--- config.mk ---
export PLATFORM = sky130hd
export DESIGN_NAME = insn_loader
export DESIGN_NICKNAME = d
export VERILOG_FILES = /design/src/rtl/insn_loader.sv
export SDC_FILE = /design/constraint.sdc
export NUM_CORES = 1
export LEC_CHECK = 0
export CAP_MARGIN = 20
export CORE_MARGIN = 3
export CORE_UTILIZATION = 55
export DETAILED_ROUTE_END_ITERATION = 7
export PLACE_DENSITY = 0.85
export SLEW_MARGIN = 15
export SYNTH_ARGS = -nofsm -noshare
export SYNTH_HDL_FRONTEND = slang
export SYNTH_SLANG_ARGS = --single-unit
--- constraint.sdc ---
create_clock -name clk -period 8 [get_ports clk]
set_clock_uncertainty 0.05 [all_clocks]
set_input_delay 1.6 -clock clk [delete_from_list [all_inputs] [get_ports clk]]
set_output_delay 1.6 -clock clk [all_outputs]
set_load 0.005 [all_outputs]
--- src/rtl/insn_loader.sv ---
// insn_loader: byte-stream program loader for the rv32i instruction memory.
//
// Accepts a framed byte stream (LEN_LO, LEN_HI, 4*N data bytes, XOR checksum)
// over a valid/ready handshake. It assembles little-endian 32-bit words and
// writes them to sequential word addresses starting at 0. The core is held in
// reset until the checksum verifies.
//
// Ports:
//   clk, reset          system clock; asynchronous active-high reset
//   start               single-cycle pulse, honoured in IDLE, DONE or ERROR
//   in_valid, in_data   byte stream input
//   in_ready            a byte is accepted this cycle when in_valid is high
//   mem_we, mem_addr,   one-cycle instruction-memory write port
//   mem_wdata
//   core_hold           high keeps the core in reset
//   done, error         load status levels
//   words_loaded        words written in the current or last load
module insn_loader #(
    parameter int unsigned ADDR_WIDTH = 10
) (
    input  logic                  clk,
    input  logic                  reset,
    input  logic                  start,
    input  logic                  in_valid,
    input  logic [7:0]            in_data,
    output logic                  in_ready,
    output logic                  mem_we,
    output logic [ADDR_WIDTH-1:0] mem_addr,
    output logic [31:0]           mem_wdata,
    output logic                  core_hold,
    output logic                  done,
    output logic                  error,
    output logic [15:0]           words_loaded
);

    localparam int unsigned Capacity = 2 ** ADDR_WIDTH;

    typedef enum logic [2:0] {
        StIdle,
        StLen0,
        StLen1,
        StData,
        StCheck,
        StDone,
        StError
    } state_e;

    state_e                state_q, state_d;
    logic [15:0]           len_q, len_d;
    logic [1:0]            byte_idx_q, byte_idx_d;
    logic [ADDR_WIDTH-1:0] word_idx_q, word_idx_d;
    logic [7:0]            csum_q, csum_d;
    logic [23:0]           asm_q, asm_d;     // lower three bytes of the word in flight
    logic                  mem_we_q, mem_we_d;
    logic [ADDR_WIDTH-1:0] mem_addr_q, mem_addr_d;
    logic [31:0]           mem_wdata_q, mem_wdata_d;
    logic [15:0]           words_q, words_d;

    logic        accept;
    logic [15:0] len_new;
    logic [15:0] word_idx_ext;

    always_comb begin
        in_ready = (state_q == StLen0) || (state_q == StLen1) ||
                   (state_q == StData) || (state_q == StCheck);
    end

    assign accept       = in_valid && in_ready;
    assign len_new      = {in_data, len_q[7:0]};
    assign word_idx_ext = 16'(word_idx_q);

    always_comb begin
        state_d     = state_q;
        len_d       = len_q;
        byte_idx_d  = byte_idx_q;
        word_idx_d  = word_idx_q;
        csum_d      = csum_q;
        asm_d       = asm_q;
        mem_we_d    = 1'b0;
        mem_addr_d  = mem_addr_q;
        mem_wdata_d = mem_wdata_q;
        words_d     = words_q;

        unique case (state_q)
            StIdle, StDone, StError: begin
                if (start) begin
                    state_d    = StLen0;
                    byte_idx_d = '0;
                    word_idx_d = '0;
                    csum_d     = '0;
                    words_d    = '0;
                end
            end
            StLen0: begin
                if (accept) begin
                    len_d[7:0] = in_data;
                    state_d    = StLen1;
                end
            end
            StLen1: begin
                if (accept) begin
                    len_d[15:8] = in_data;
                    if (len_new == 16'd0) begin
                        state_d = StCheck;
                    end else if (32'(len_new) > Capacity) begin
                        state_d = StError;
                    end else begin
                        state_d = StData;
                    end
                end
            end
            StData: begin
                if (accept) begin
                    csum_d     = csum_q ^ in_data;
                    byte_idx_d = byte_idx_q + 2'd1;
                    unique case (byte_idx_q)
                        2'd0: asm_d[7:0]   = in_data;
                        2'd1: asm_d[15:8]  = in_data;
                        2'd2: asm_d[23:16] = in_data;
                        2'd3: begin
                            mem_we_d    = 1'b1;
                            mem_addr_d  = word_idx_q;
                            mem_wdata_d = {in_data, asm_q};
                            words_d     = words_q + 16'd1;
                            word_idx_d  = word_idx_q + 1'b1;
                            if (word_idx_ext == len_q - 16'd1) begin
                                state_d = StCheck;
                            end
                        end
                        default: ;
                    endcase
                end
            end
            StCheck: begin
                if (accept) begin
                    state_d = (in_data == csum_q) ? StDone : StError;
                end
            end
            default: state_d = StIdle;
        endcase
    end

    always_ff @(posedge clk or posedge reset) begin
        if (reset) begin
            state_q     <= StIdle;
            len_q       <= '0;
            byte_idx_q  <= '0;
            word_idx_q  <= '0;
            csum_q      <= '0;
            asm_q       <= '0;
            mem_we_q    <= 1'b0;
            mem_addr_q  <= '0;
            mem_wdata_q <= '0;
            words_q     <= '0;
        end else begin
            state_q     <= state_d;
            len_q       <= len_d;
            byte_idx_q  <= byte_idx_d;
            word_idx_q  <= word_idx_d;
            csum_q      <= csum_d;
            asm_q       <= asm_d;
            mem_we_q    <= mem_we_d;
            mem_addr_q  <= mem_addr_d;
            mem_wdata_q <= mem_wdata_d;
            words_q     <= words_d;
        end
    end

    assign mem_we       = mem_we_q;
    assign mem_addr     = mem_addr_q;
    assign mem_wdata    = mem_wdata_q;
    assign words_loaded = words_q;
    assign done         = (state_q == StDone);
    assign error        = (state_q == StError);
    assign core_hold    = (state_q != StDone);

endmodule

==> results.yml <==
timing:
  finalHoldViolCount: 0
  rsz0062_at_grt: "no"
  finalSetupTns_ns: 0
  worst_pin_slew_ns: 1.012
  fmax_ghz: 0.2016
  period_share_pct: 62.00
  whs_ns: 0.4219
  fin_crit_ns: 4.960
  setup_violations: 0
  drv_slew: 0
  slew_headroom_pct: 32.51
clock_tree:
  cts.sinks: 122
  post-cts-setup-buffers: 0
  h-tree-depth: 4
  cts_root_buf: "clkbuf_8"
  ctsHoldBuffers: 0
  path_clk_slew_ns: 0.06
  tritoncts: "done"
  cts_buffer_depth: 2
  clk_latency_ns: 0.52
  cts_resized: 0
  cts_buffers: 17
worst_setup_path:
  cp-end-kind: "flop"
  cp.arrival_ns: 5.35
  critPathRequiredTime_ns: 8.39
  start_kind: "input pin"
  path_max_fanout: 50
  worstSetupPathType: "input pin to flop"
routing:
  vias_per_cell: 5.908
  wirelength_um: 14410
  final_antenna_net_count: 0
  drc_errors: 0
  wl_per_cell_um: 17.75
  drt_iter0_markers: 332
  firstDrtPassIters: 5
  num_vias: 4797
placement:
  dp_hpwl_um: 9000
  port_buffers: 74
  gp_congestion: 0.9090
  placed_area_mm2: 0.006590
final_layout:
  fin_area_mm2: 0.007158
  nets: 686
  drive_above_1_share_pct: 11.63
  final_common_cell: "nand2_1"
  area_delta_synth_final_pct: 23.72
  final_util_pct: 71.58
  n_antenna_cell: 0
  mostFrequentLayoutCells: "157 x nand2_1, 122 x dfrtp_1, 74 x clkdlybuf4s50_1"
synth:
  synth_compound_area_share_pct: 8.002
  syn_area_per_cell_um2: 9.611
  ys_ff_latch: 122
  netlist-cell-type-count: 53
  synth-simple-area-share_pct: 21.93
  async_flop_share_pct: 100.0
  syn_nets: 622
  synth_ff_type: "dfrtp_1"
  synthMuxAreaShare_pct: 7.115
  yosys_warnings: 0
  synthXorXnorAreaFrac_pct: 5.298
  synth_top_family_by_area: "simple AND/OR/NAND/NOR gates"
  synthAdderAreaFrac_pct: 1.730
  syn_inst: 602
  synthesis.area_mm2: 0.005786
  synth_edf_count: 0
  seq_area_frac_synth_pct: 52.77
floorplanning:
  core-area_mm2: 0.01000
  rows: 36
  fp.dieW_um: 108.6
  dieArea_mm2: 0.01179
  die_h_um: 108.6
  start_util_pct: 57.86
  io_pins: 75
pwr:
  power_density_mw_per_mm2: 313.8
  power.total_mw: 2.246
  vdd_drop_max_uv: 208.6
  p_leak_nw: 3.301
flow_run:
  drv_cap: 0
global_routing:
  grt_pass1_wl_um: 23590
  grt_max_degree: 85
  track_usage_pct: 25.68
  antenna_found_initial: 0
  grt_pass1_vias: 4709
  grt_overflow: 0
status:
  outcome: "complete, no violations"
worst_hold_path:
  hold_path_class: "flop to flop"
==> area by class of cell <==
| cell class | count | area, µm² |
|---|---|---|
| sequential | 122 | 3053 |
| timing repair buffer | 76 | 755.7 |
| tap | 133 | 166.4 |
| clock inverter | 14 | 140.1 |
| inverter | 16 | 62.56 |
| clock buffer | 18 | 427.9 |
| fill | 696 | 2841 |
| multi-input combinational | 433 | 2552 |
==> cell families (layout without fill, tap and decap cells) <==
kind of cell,Yosys count,after routing
AND/OR/NAND/NOR,279,279
flip-flops,122,122
AO/OA/AOI/OAI,74,74
buffers and inverters,47,124
multiplexers,37,37
XOR/XNOR,35,35
adder cells (fa/ha/maj),8,8
==> cell usage after synthesis (2+ instances only) <==
cell / count / area share (%)
a21oi_1: 8 / 0.69
nand4_1: 10 / 1.1
nand3b_1: 2 / 0.26
ha_1: 8 / 1.7
nand2b_1: 10 / 1.1
and3_1: 3 / 0.32
nor2_1: 39 / 2.5
nor2b_1: 3 / 0.32
o31ai_1: 3 / 0.39
buf_1: 4 / 0.26
nor4_1: 4 / 0.43
xnor2_1: 12 / 1.8
clkbuf_1: 24 / 1.6
a2111oi_0: 2 / 0.30
dfrtp_1: 122 / 53
or3_1: 7 / 0.76
nand4b_1: 2 / 0.30
a211oi_1: 2 / 0.26
inv_1: 15 / 0.97
nand3_1: 17 / 1.5
o21ai_0: 40 / 3.5
o211ai_1: 2 / 0.26
nand2_1: 158 / 10
buf_2: 2 / 0.17
xor2_1: 23 / 3.5
a31oi_1: 4 / 0.43
nor3b_1: 3 / 0.39
or4_1: 3 / 0.39
mux2i_1: 4 / 0.69
nor3_1: 9 / 0.78
mux2_2: 33 / 6.4
o21ai_1: 3 / 0.26
==> critical path, cell delays in order <==
cell and delay (ns):
clkdlybuf4s50_1 0.57, and4b_1 0.42, nand2_2 0.60, inv_2 0.87
a21oi_1 0.24, nand4b_2 0.43, or3_1 0.45, a21oi_1 0.14
==> metal layers <==
layer	up-vias	share of wire [%]	GRT usage [%]	wire length, µm
li1	2167	-	-	-
met1	2388	42	33.54	6021
met3	31	6.2	5.254	889
met2	211	50	42.76	7235
met4	0	1.8	8.837	266
met5	-	0	0	0
==> per-stage QoR <==
step / cells / setup slack [ns]
2_1_floorplan: 602 / 3.107
3_3_place_gp: 780 / 2.775
3_5_place_dp: 780 / 2.595
4_1_cts: 812 / 3.052
5_1_grt: 812 / 2.722
6_report: 812 / 3.040
==> report_power, final <==
part | switching, mW | internal [mW] | total [mW]
logic | 0.308 | 0.282 | 0.590
clock network | 0.303 | 0.426 | 0.729
registers | 0.165 | 0.762 | 0.927
==> worst paths after layout <==
check	start	end	slack, ns	cells after the start
max	in_valid	words_loaded[5]	3.04	8
min	mem_wdata[13]	mem_wdata[13]	0.42	2
max reg2reg	state_q[0]	words_loaded[5]	4.01	7
min reg2reg	mem_wdata[13]	mem_wdata[13]	0.42	2
max in group asynchronous	reset	mem_wdata[17]	5.10	3
min in group asynchronous	reset	mem_addr[1]	1.41	2
==> registers in the layout, indices dropped and copies added, names as in the netlist, 2 cells and up <==
register,flops
mem_wdata,32
state_q,3
asm_q,24
byte_idx_q,2
word_idx_q,10
len_q,16
words_loaded,16
mem_addr,10
csum_q,8
Power figures use the tool's default switching activity.
